$ cat src/rtl/edge_line_scheduler.sv
// rtl/edge_line_scheduler.sv - line-buffer write/read window scheduler for the Sobel stage
// Ports:
//   bus_clk, rst_n                 clock, asynchronous active-low reset
//   wr_valid, wr_first, wr_ready   grayscale word handshake (wr_first marks start of frame)
//   wr_en, wr_line_sel             write strobe and target ring line
//   rd_ready, rd_valid, rd_en      window word handshake
//   rd_top, rd_mid, rd_bot         ring lines for window rows 0/1/2
//   rd_last_pixel                  final window word of the frame
//   line_full                      per-line complete-row status
//   frame_busy, err                frame in progress, sticky protocol error
module edge_line_scheduler #(
  parameter int FRAME_WIDTH  = 640,
  parameter int PIX_PER_WORD = 4,
  parameter int FRAME_HEIGHT = 480
) (
  input  logic       bus_clk,
  input  logic       rst_n,
  input  logic       wr_valid,
  input  logic       wr_first,
  output logic       wr_ready,
  output logic       wr_en,
  output logic [1:0] wr_line_sel,
  input  logic       rd_ready,
  output logic       rd_valid,
  output logic       rd_en,
  output logic [1:0] rd_top,
  output logic [1:0] rd_mid,
  output logic [1:0] rd_bot,
  output logic       rd_last_pixel,
  output logic [3:0] line_full,
  output logic       frame_busy,
  output logic       err
);

  localparam int W  = FRAME_WIDTH / PIX_PER_WORD;
  localparam int H  = FRAME_HEIGHT;
  localparam int CW = (W > 1) ? $clog2(W) : 1;
  // Row counters must hold H (rows_done) plus the +3 ring look-ahead.
  localparam int RW = $clog2(H + 4) + 1;

  localparam logic [CW-1:0] COL_LAST = CW'(W - 1);
  localparam logic [RW-1:0] ROW_LAST = RW'(H - 1);
  localparam logic [RW-1:0] ROWS_ALL = RW'(H);

  typedef enum logic [1:0] {S_IDLE, S_RUN, S_DRAIN, S_DONE} state_t;

  state_t        state_q, state_d;
  logic [CW-1:0] wr_col_q, wr_col_d;
  logic [CW-1:0] rd_col_q, rd_col_d;
  logic [RW-1:0] wr_row_q, wr_row_d;
  logic [RW-1:0] rd_row_q, rd_row_d;
  logic [RW-1:0] rows_done_q, rows_done_d;
  logic [RW-1:0] rows_rel_q, rows_rel_d;
  logic [3:0]    line_full_q, line_full_d;
  logic          frame_busy_q, frame_busy_d;
  logic          err_q, err_d;

  logic          active;
  logic          run_ready;
  logic          sof_err;
  logic [RW-1:0] rd_prev_row;
  logic [RW-1:0] rd_next_row;
  logic          rd_row_end;
  logic          rd_last;
  logic          release_row;

  assign active = (state_q == S_RUN) || (state_q == S_DRAIN);

  // Ring look-ahead: row k may be written only once row k-4 has been released.
  assign run_ready = (state_q == S_RUN) && (rows_done_q != ROWS_ALL) &&
                     (wr_row_q <= rows_rel_q + RW'(3));

  // A stray start-of-frame inside a frame is swallowed (ready held high) and flagged.
  assign sof_err  = active && wr_valid && wr_first;
  assign wr_ready = (state_q == S_IDLE) || run_ready || (active && wr_first);
  assign wr_en    = wr_valid && ((state_q == S_IDLE) ? wr_first : (run_ready && !wr_first));
  assign wr_line_sel = wr_row_q[1:0];

  // Border replication: clamp neighbour rows to the frame.
  assign rd_prev_row = (rd_row_q == '0) ? '0 : rd_row_q - RW'(1);
  assign rd_next_row = (rd_row_q == ROW_LAST) ? ROW_LAST : rd_row_q + RW'(1);

  assign rd_valid = active && (rows_done_q > rd_next_row);
  assign rd_en    = rd_valid && rd_ready;
  assign rd_top   = active ? rd_prev_row[1:0] : 2'd0;
  assign rd_mid   = active ? rd_row_q[1:0]    : 2'd0;
  assign rd_bot   = active ? rd_next_row[1:0] : 2'd0;

  assign rd_row_end    = rd_en && (rd_col_q == COL_LAST);
  assign rd_last       = rd_row_end && (rd_row_q == ROW_LAST);
  assign rd_last_pixel = rd_last;
  // Finishing row r means row r-1 is no longer needed as a top neighbour.
  assign release_row   = rd_row_end && (rd_row_q != '0) && (rd_row_q < ROW_LAST);

  assign line_full  = line_full_q;
  assign frame_busy = frame_busy_q;
  assign err        = err_q;

  always_comb begin
    state_d      = state_q;
    wr_col_d     = wr_col_q;
    rd_col_d     = rd_col_q;
    wr_row_d     = wr_row_q;
    rd_row_d     = rd_row_q;
    rows_done_d  = rows_done_q;
    rows_rel_d   = rows_rel_q;
    line_full_d  = line_full_q;
    frame_busy_d = frame_busy_q;
    err_d        = err_q;

    if (wr_en) begin
      if (wr_col_q == COL_LAST) begin
        wr_col_d    = '0;
        wr_row_d    = (wr_row_q == ROW_LAST) ? '0 : wr_row_q + RW'(1);
        rows_done_d = rows_done_q + RW'(1);
      end else begin
        wr_col_d = wr_col_q + CW'(1);
      end
    end

    if (rd_en) begin
      if (rd_col_q == COL_LAST) begin
        rd_col_d = '0;
        rd_row_d = (rd_row_q == ROW_LAST) ? '0 : rd_row_q + RW'(1);
      end else begin
        rd_col_d = rd_col_q + CW'(1);
      end
    end

    if (release_row) begin
      rows_rel_d = rows_rel_q + RW'(1);
      line_full_d[rd_prev_row[1:0]] = 1'b0;
    end
    if (wr_en && (wr_col_q == COL_LAST)) begin
      line_full_d[wr_row_q[1:0]] = 1'b1;
    end

    if (sof_err) begin
      err_d = 1'b1;
    end

    case (state_q)
      S_IDLE: begin
        if (wr_en) begin
          state_d      = S_RUN;
          frame_busy_d = 1'b1;
        end
      end
      S_RUN: begin
        if (rd_last) begin
          state_d = S_DONE;
        end else if (rows_done_q == ROWS_ALL) begin
          state_d = S_DRAIN;
        end
      end
      S_DRAIN: begin
        if (rd_last) begin
          state_d = S_DONE;
        end
      end
      default: begin
        state_d      = S_IDLE;
        frame_busy_d = 1'b0;
        line_full_d  = '0;
        wr_col_d     = '0;
        rd_col_d     = '0;
        wr_row_d     = '0;
        rd_row_d     = '0;
        rows_done_d  = '0;
        rows_rel_d   = '0;
      end
    endcase
  end

  always_ff @(posedge bus_clk or negedge rst_n) begin
    if (!rst_n) begin
      state_q      <= S_IDLE;
      wr_col_q     <= '0;
      rd_col_q     <= '0;
      wr_row_q     <= '0;
      rd_row_q     <= '0;
      rows_done_q  <= '0;
      rows_rel_q   <= '0;
      line_full_q  <= '0;
      frame_busy_q <= 1'b0;
      err_q        <= 1'b0;
    end else begin
      state_q      <= state_d;
      wr_col_q     <= wr_col_d;
      rd_col_q     <= rd_col_d;
      wr_row_q     <= wr_row_d;
      rd_row_q     <= rd_row_d;
      rows_done_q  <= rows_done_d;
      rows_rel_q   <= rows_rel_d;
      line_full_q  <= line_full_d;
      frame_busy_q <= frame_busy_d;
      err_q        <= err_d;
    end
  end

endmodule

$ cat config.mk
export PLATFORM = sky130hd
export DESIGN_NAME = edge_line_scheduler
export DESIGN_NICKNAME = d
export VERILOG_FILES = /design/src/rtl/edge_line_scheduler.sv
export SDC_FILE = /design/constraint.sdc
export NUM_CORES = 1
export LEC_CHECK = 0
export CAP_MARGIN = 20
export CORE_MARGIN = 8
export CORE_UTILIZATION = 50
export CTS_CLUSTER_DIAMETER = 120
export DETAILED_ROUTE_END_ITERATION = 8
export PLACE_DENSITY = 0.67
export SYNTH_ARGS = -nofsm -noshare
export SYNTH_HDL_FRONTEND = slang
export SYNTH_SLANG_ARGS = --single-unit
$ cat constraint.sdc
create_clock -name bus_clk -period 4.6 [get_ports bus_clk]
set_clock_uncertainty 0.05 [all_clocks]
set_input_delay 0.92 -clock bus_clk [delete_from_list [all_inputs] [get_ports bus_clk]]
set_output_delay 0.92 -clock bus_clk [all_outputs]
set_load 0.01 [all_outputs]
== Word-level counts from Yosys, hierarchy flattened ==
Index checks and enable logic that the tools add are counted.
Storage, ports and cells
  input bits: 5
  output and inout port bits: 19
  register bits: 64
  logic and storage cells: 113
Cells by class
  bitwise operators: 4
  mux-type cells: 39
  add/sub/neg operators: 8
  equality and inequality tests: 16
  order comparisons: 7
  reduce and logical (&&, ||, !) cells: 29
Operators with widths (number)
  $mux 10: 14
  $mux 8: 6
  $add 10x1->10 const B: 4
  $eq 10x9->1 const B: 3
  $add 8x1->8 const B: 2
  $eq 8x8->1 const B: 2
  $logic_and 1x1->1: 16
  $mux 2: 8
  $mux 4: 3
  $add 10x2->10 const B: 1
  $gt 10x10->1: 1
  $le 10x10->1: 1
  $logic_not 10->1: 1
  $lt 10x9->1 const B: 1
  $ne 10x9->1 const B: 1
  $ne 2x1->1 const B: 5
  $reduce_bool 10->1: 1
  $lt 2x3->1 const B: 2
  $pmux 2 s3: 1
  $reduce_and 2->1: 3
  $and 4x4->4: 1
  $demux 1 s2: 2
  $ge 2x1->1 const B: 2
  $mux 1: 4
  other kinds (15): 18

== Longest topological paths before layout ==
Gate-level depths: netlist of the first run.
  depth in word-level cells: 12
  depth in mapped cells: 15
  gate-level depth less buffers: 13

== Worst setup path after synthesis of the first run ==
OpenSTA, ideal clock, no wires.
  path kind: register -> output
  start: register rd_row_q[0]
  end: output rd_en
  path buffers: 2
  setup slack: 0.815 ns
  data arrival time: 2.815 ns
  required time: 3.630 ns
  cell stages (with the launch flop): 14
  cell sequence: dfrtp_1 > clkbuf_1 > nand3_1 > nor2_1 > and3_1 > nand3_1 > xor2_1 > ha_1 > nand4_1 > o31a_1 > nand2_1 > a21o_1 > buf_2 > inv_1
On the way
  longest elaborated chain between the ends: 5
  elaborated cells between the ends (all ways): 6
  those cells by class: add/sub (1); order compare (1); eq/ne (1); mux (1); reduce/logical (2)
RTL lines
  from (decl): RTL line 51  | logic [RW-1:0] rd_row_q, rd_row_d;
  from (signal assigned): RTL line 192  | rd_row_q <= rd_row_d;
  $add 10x1->10 or $eq 10x9->1 (tied branches): RTL line 81  | assign rd_next_row = (rd_row_q == ROW_LAST) ? ROW_LAST : rd_row_q + RW'(1);
  $mux 10 *: RTL line 81
  $gt 10x10->1 *: RTL line 83  | assign rd_valid = active && (rows_done_q > rd_next_row);
  $logic_and 1x1->1 *: RTL line 83
  $logic_and 1x1->1 *: RTL line 84  | assign rd_en = rd_valid && rd_ready;
  to (decl): RTL line 25  | output logic rd_en,
Mark *: on every way between the ends. The rest lies on a longest branch, timed or not.

== Worst setup path after layout of the first run ==
  start: register rows_rel_q[3]
  end: output wr_en
On the way
  longest elaborated chain between the ends: 6
RTL lines
  from (decl): RTL line 53  | logic [RW-1:0] rows_rel_q, rows_rel_d;
  from (signal assigned): RTL line 194  | rows_rel_q <= rows_rel_d;
  $add 10x2->10: RTL line 71  | (wr_row_q <= rows_rel_q + RW'(3));
  $le 10x10->1: RTL line 71
  $logic_and 1x1->1: RTL line 70  | assign run_ready = (state_q == S_RUN) && (rows_done_q != ROWS_ALL) &&
  $logic_and 1x1->1: RTL line 76  | assign wr_en = wr_valid && ((state_q == S_IDLE) ? wr_first : (run_ready && !wr_first));
  $mux 1: RTL line 76
  $logic_and 1x1->1: RTL line 76
  to (decl): RTL line 21  | output logic wr_en,
Every way passes these cells.

==> impl_metrics.tcl, run 1 <==
set metrics [dict create \
    grt_pass1_vias 3684 \
    wire_per_inst_um 16.6 \
    rr_startpoint "rd_row_q[1]" \
    seqPwrFrac_pct 49.1 \
    internal_power_mw 0.950 \
    endpoint_kind "output port" \
    cts_root_buf "clkbuf_8" \
    period_needed_ps 4410 \
    drt.antenna.violating_nets 0 \
    layout.cells.non_filler 643 \
    max-slew-margin-rel_pct 62.7 \
    p_leak_nw 2.24 \
    crit_path_start_kind "flip-flop" \
    path_class "reg2out" \
    vias 3867 \
    ioPinCount 24 \
    power_frac_clock_pct 44.8 \
    tritoncts "built" \
    maxCapViolations 0 \
    cts_buffer_depth 2 \
    yosys_warnings 0 \
    crit_arrival_ps 3440 \
    cts_buffers 9 \
    tns_ps 0 \
    finalCritPeriodShare_pct 95.8 \
    maxSlewViolCount 0 \
    crit_chain "and3_1, o21ai_0, nor2_1, xnor2_1, ha_1, and4_1, o211a_1, a211o_4, a21oi_2, clkdlybuf4s50_1" \
    min_from "err" \
    finalNetCount 573 \
    grt_pass1_wl_um 18200 \
    met2_length_um 5050 \
    overflow 0 \
    max_stage_delay_ps 580 \
    avgSynthCellArea_um2 8.89 \
    clkLatencyLatePin_ps 340 \
    worstSetupStartpoint "rows_rel_q[3]" \
    area_growth_pct 13.6 \
    hold_class "reg2reg" \
    drt_first_iter_violations 217 \
    syn_area_um2 4510 \
    worstPathRequired_ps 3630 \
    drive_above_1_share_pct 11.8 \
    synth_nets 549 \
    critPathSlowestCell "clkdlybuf4s50_1" \
    syn_inst 507 \
    placeableCoreArea_um2 8720 \
    nFillCells 770 \
    synthArstFlopShare_pct 100 \
    wl_um 10700 \
    die_w_um 111 \
    postCtsSetupRepairBufs 0 \
    h-tree-depth 3 \
    crit_fanout 7 \
    rsz0062_at_grt "yes" \
    worst_pin_slew_ps 545 \
    switching_share_pct 23.1 \
    ir_drop_v 0.000216 \
    synthDistinctLibCells 65 \
    p_sw_mw 0.285 \
    die-area_um2 12300 \
    ys_seq_elements 64 \
    seq_area_frac_synth_pct 35.5 \
    dr.pass1.iters 4 \
    hold_buffers 0 \
    finalHoldViolCount 0 \
    top_layer_used "met4" \
    setup_viol 0 \
    dpl.hpwl_um 7690 \
    max_clock_freq_ghz 0.227 \
    io_buffers 23 \
    drcViolationCount 0 \
    start_util_pct 51.7 \
    row_count 34 \
    cellPowerDensity_nw_per_um2 241 \
    ctsResizeCount 0 \
    dr_wl_met3_um 396 \
    grt_usage_pct 17.6 \
    n_antenna_cell 0 \
    synth_edf_count 0 \
    multi_input_area_um2 2750 \
    die_h_um 111 \
    regArea_um2 1610 \
    dp_cells 627 \
    p_comb_share_pct 6.1 \
    clkSlewWorstSetupHoldPaths_ps 70 \
    antenna_found_initial 0 \
    met1_length_um 5060 \
    status "finished clean" \
    cts.sinks 64 \
    place.gp.congestion 0.862 \
    synthFlopType "dfrtp_1" \
    viasPerCell 6.01 \
    final_core_util_pct 58.7 \
    grt_start_max_net_pins 52 \
]
-- cell usage in the layout, fill, tap and decap left out, types with 6 or more instances in the layout --
cell,n
a211oi_1,8
a21o_1,6
a21oi_1,37
a31oi_1,6
and2_1,9
and3_1,13
and4_1,6
buf_4,10
clkbuf_8,11
clkdlybuf4s50_1,21
dfrtp_1,60
ha_1,35
inv_1,20
mux2_2,6
nand2_1,44
nand3_1,29
nand4_1,9
nor2_1,45
nor2b_1,10
o21ai_0,20
or3_1,11
xnor2_1,18
xor2_1,8
-- path summary, 6_finish.rpt --
| kind | to | slack, ps | cells after the start |
|---|---|---|---|
| setup / recovery | wr_en | 190 | 10 |
| hold / removal | err | 440 | 1 |
| setup reg to reg | rows_rel_q[8] | 1030 | 13 |
| hold reg to reg | err | 440 | 1 |
| max in group asynchronous | rows_rel_q[2] | 3110 | 3 |
| min in group asynchronous | err | 510 | 1 |
-- metal layers --
metal  GRT usage (%)  vias up
met5               0        -
met4            6.49        0
met3            2.98       15
met2            28.1       78
met1            23.1     1869
li1                -     1905
-- cell usage after synthesis, drive strengths merged (7+ instances only) --
cell / count / area, um2
a211oi: 9 / 72.6
a21o: 7 / 53.8
a21oi: 39 / 203
and2: 10 / 65.1
and3: 15 / 93.8
buf: 7 / 45.0
clkbuf: 14 / 52.6
dfrtp: 64 / 1600
ha: 37 / 463
inv: 20 / 75.1
mux2: 7 / 82.6
nand2: 44 / 165
nand3: 30 / 150
nand4: 9 / 56.3
nor2: 46 / 173
nor2b: 10 / 62.6
o21ai: 21 / 105
or3: 11 / 68.8
xnor2: 18 / 158
xor2: 8 / 70.1
-- power by group through the flow --
| stage | Sequential (mW) | Clock [mW] | Combinational [mW] |
|---|---|---|---|
| after floorplan | 0.612 | 0 | 0.0448 |
| after detailed placement | 0.617 | 0 | 0.0728 |
| final | 0.607 | 0.553 | 0.0752 |
| after global placement | 0.617 | 0 | 0.0717 |
| after CTS | 0.606 | 0.565 | 0.0739 |
| after global routing | 0.611 | 0.588 | 0.0870 |
-- cell families after synthesis --
logic type | share of synthesized area [%]
AOI/OAI and AO/OA | 18.3
xor gates and xnor gates | 5.05
adders and majority gates | 10.3
buffers and inverters | 3.83
DFF | 35.5
muxes | 2.94
and+or+nand+nor | 24.1
-- layout make-up --
type / instances / share of cell area (%)
multi-input combinational: 402 / 53.8
sequential: 64 / 31.4
timing repair buffer: 34 / 6.45
clock buffer: 12 / 3.03
tap: 108 / 2.64
inverter: 20 / 1.47
clock inverter: 3 / 1.27
-- registers in the layout, indices dropped and copies added, names as in the netlist, 2 cells and up --
signal	flops
state_q	2
rd_col_q	8
rows_done_q	10
wr_row_q	10
wr_col_q	8
line_full	4
rows_rel_q	10
rd_row_q	10
-- through the flow --
step,total power [mW],area (um2),hold slack [ps],setup WS (ps)
6_report,1.23,5120,436,192
3_5_place_dp,0.690,4850,428,425
2_1_floorplan,0.657,4510,436,815
3_3_place_gp,0.688,4850,407,475
5_1_grt,1.29,5120,469,-31.8
4_1_cts,1.24,5070,445,19.4
-- critical path, delay by kind of cell (launching register included) --
kind	cells	cell delay, ps
adder cells (fa/ha/maj)	1	310
AO/OA/AOI/OAI	4	930
AND/OR/NAND/NOR	3	670
flip-flops	1	450
buffers and inverters	1	580
XOR/XNOR	1	160
(Power assumes the default switching activity.)
==> inputs of run 2 (changes only) <==
--- a/config.mk
+++ b/config.mk
@@ -11,6 +11,7 @@
 export CTS_CLUSTER_DIAMETER = 120
 export DETAILED_ROUTE_END_ITERATION = 8
 export PLACE_DENSITY = 0.67
+export SKIP_LAST_GASP = 1
 export SYNTH_ARGS = -nofsm -noshare
 export SYNTH_HDL_FRONTEND = slang
 export SYNTH_SLANG_ARGS = --single-unit
==> run 2 against run 1 <==
  * Wire length is 0.35% higher
  * Core utilization is essentially flat
  * Worst setup slack got worse by 35 ps
  * Sequential share of layout area hardly changed
  * Worst hold slack hardly changed
  * Cell area hardly changed
  * Total power up 0.24%
  * Global-route usage did not move
  * Cell count unchanged
  * Non-clock buffer count unchanged
  * Critical path type unchanged
  * Largest power group unchanged
==> impl_metrics.tcl, run 2 (same netlist as run 1, synthesis figures left out) <==
set metrics [dict create \
    nFillCells 768 \
    overflow 0 \
    finalCritPeriodShare_pct 96.6 \
    grt_pass1_vias 3684 \
    critPathSlowestCell "clkdlybuf4s50_1" \
    vias 3864 \
    grt_start_max_net_pins 52 \
    regArea_um2 1610 \
    finalHoldViolCount 0 \
    drt.antenna.violating_nets 0 \
    clkSlewWorstSetupHoldPaths_ps 80 \
    max_stage_delay_ps 600 \
    endpoint_kind "output port" \
    reg2regPathDepth 13 \
    crit_chain "ha_2, and4_1, and3_4, nor2_1, ha_1, nand4_1, o21bai_1, a21o_1, buf_4, a21boi_0, clkdlybuf4s50_1" \
    dp_cells 627 \
    ctsResizeCount 0 \
    area_growth_pct 13.5 \
    hold_buffers 0 \
    final_core_util_pct 58.7 \
    path_class "reg2out" \
    h-tree-depth 3 \
    tritoncts "built" \
    n_antenna_cell 0 \
    switching_share_pct 23.3 \
    crit_fanout 11 \
    cts.sinks 64 \
    power_frac_clock_pct 44.9 \
    hold_class "reg2reg" \
    drt_first_iter_violations 229 \
    max-slew-margin-rel_pct 62.7 \
    drive_above_1_share_pct 11.6 \
    seqPwrFrac_pct 49.0 \
    timing.reg2reg.setup_slack_ps 990 \
    ir_drop_v 0.000216 \
    internal_power_mw 0.950 \
    p_comb_share_pct 6.1 \
    mostFrequentLayoutCells "dfrtp_1 (61), nor2_1 (45), nand2_1 (44)" \
    placeableCoreArea_um2 8720 \
    max_clock_freq_ghz 0.225 \
    layout.cells.non_filler 643 \
    cts_root_buf "clkbuf_8" \
    cellPowerDensity_nw_per_um2 242 \
    dpl.hpwl_um 7690 \
    status "finished clean" \
    worstPathRequired_ps 3630 \
    ioPinCount 24 \
    crit_arrival_ps 3470 \
    rsz0062_at_grt "yes" \
    period_needed_ps 4440 \
    multi_input_area_um2 2750 \
    row_count 34 \
    antenna_found_initial 0 \
    finalNetCount 573 \
    p_leak_nw 2.23 \
    viasPerCell 6.01 \
    grt_pass1_wl_um 18200 \
    setup_viol 0 \
    rr_startpoint "rd_row_q[0]" \
    wire_per_inst_um 16.7 \
    timing.hold.ws_ps 436 \
    wl_um 10700 \
    final_common_cell "dfrtp_1" \
    p_sw_mw 0.288 \
    start_util_pct 51.7 \
    maxCapViolations 0 \
    grt_usage_pct 17.6 \
    cts_buffers 9 \
    worst_pin_slew_ps 545 \
    postCtsSetupRepairBufs 0 \
    crit_end "rd_valid" \
    io_buffers 23 \
    place.gp.congestion 0.862 \
    dr.pass1.iters 4 \
    cts_buffer_depth 2 \
    die_w_um 111 \
    worstSetupStartpoint "rd_row_q[0]" \
    crit_path_start_kind "flip-flop" \
    maxSlewViolCount 0 \
    clkLatencyLatePin_ps 350 \
    die_h_um 111 \
    drcViolationCount 0 \
    rr_endpoint "rows_rel_q[8]" \
    die-area_um2 12300 \
]
-- run 2: how the worst min path moves through the flow --
stage,endpoint,start,cells after the start
after floorplan,wr_row_q[9],wr_row_q[9],1
after global placement,err,err,1
after detailed placement,err,err,1
after CTS,err,err,1
after global routing,err,err,1
final,err,err,1
-- run 2: power groups by stage --
stage,clock network (mW),registers [mW],logic [mW]
after floorplan,0,0.612,0.0448
after global placement,0,0.617,0.0717
final,0.556,0.607,0.0753
after detailed placement,0,0.617,0.0728
after global routing,0.588,0.611,0.0871
after CTS,0.565,0.606,0.0739
-- run 2: stage by stage --
stage | setup TNS [ps] | area (um2) | power, mW | worst slack (ps)
global route | -178 | 5120 | 1.29 | -73.6
floorplan | 0 | 4510 | 0.657 | 815
finish | 0 | 5120 | 1.24 | 157
CTS | 0 | 5070 | 1.24 | 19.4
detailed placement | 0 | 4850 | 0.690 | 425
global placement | 0 | 4850 | 0.688 | 475
-- run 2: cell type report --
cell class,instances,area share [%]
well taps,108,2.64
multi-input cells,402,53.8
clock buffers,12,3.03
inverters,20,1.47
flip-flops and latches,64,31.4
clock inverters,3,1.27
repair buffers,34,6.41
-- run 2: metal layers --
metal  part of all wire [%]  vias up  track usage (%)
li1                       -     1902                -
met1                     48     1871             23.1
met2                     47       75             28.1
met3                    3.7       16             2.98
met4                    1.6        0             6.49
met5                      0        -                0
-- run 2: worst max-delay path: cells and delay by family (launching register included) --
kind | cells | cell delay (ps)
adder cells (fa/ha/maj) | 2 | 530
AO/OA/AOI/OAI | 3 | 620
flip-flops | 1 | 440
AND/OR/NAND/NOR | 4 | 750
buffers and inverters | 2 | 770
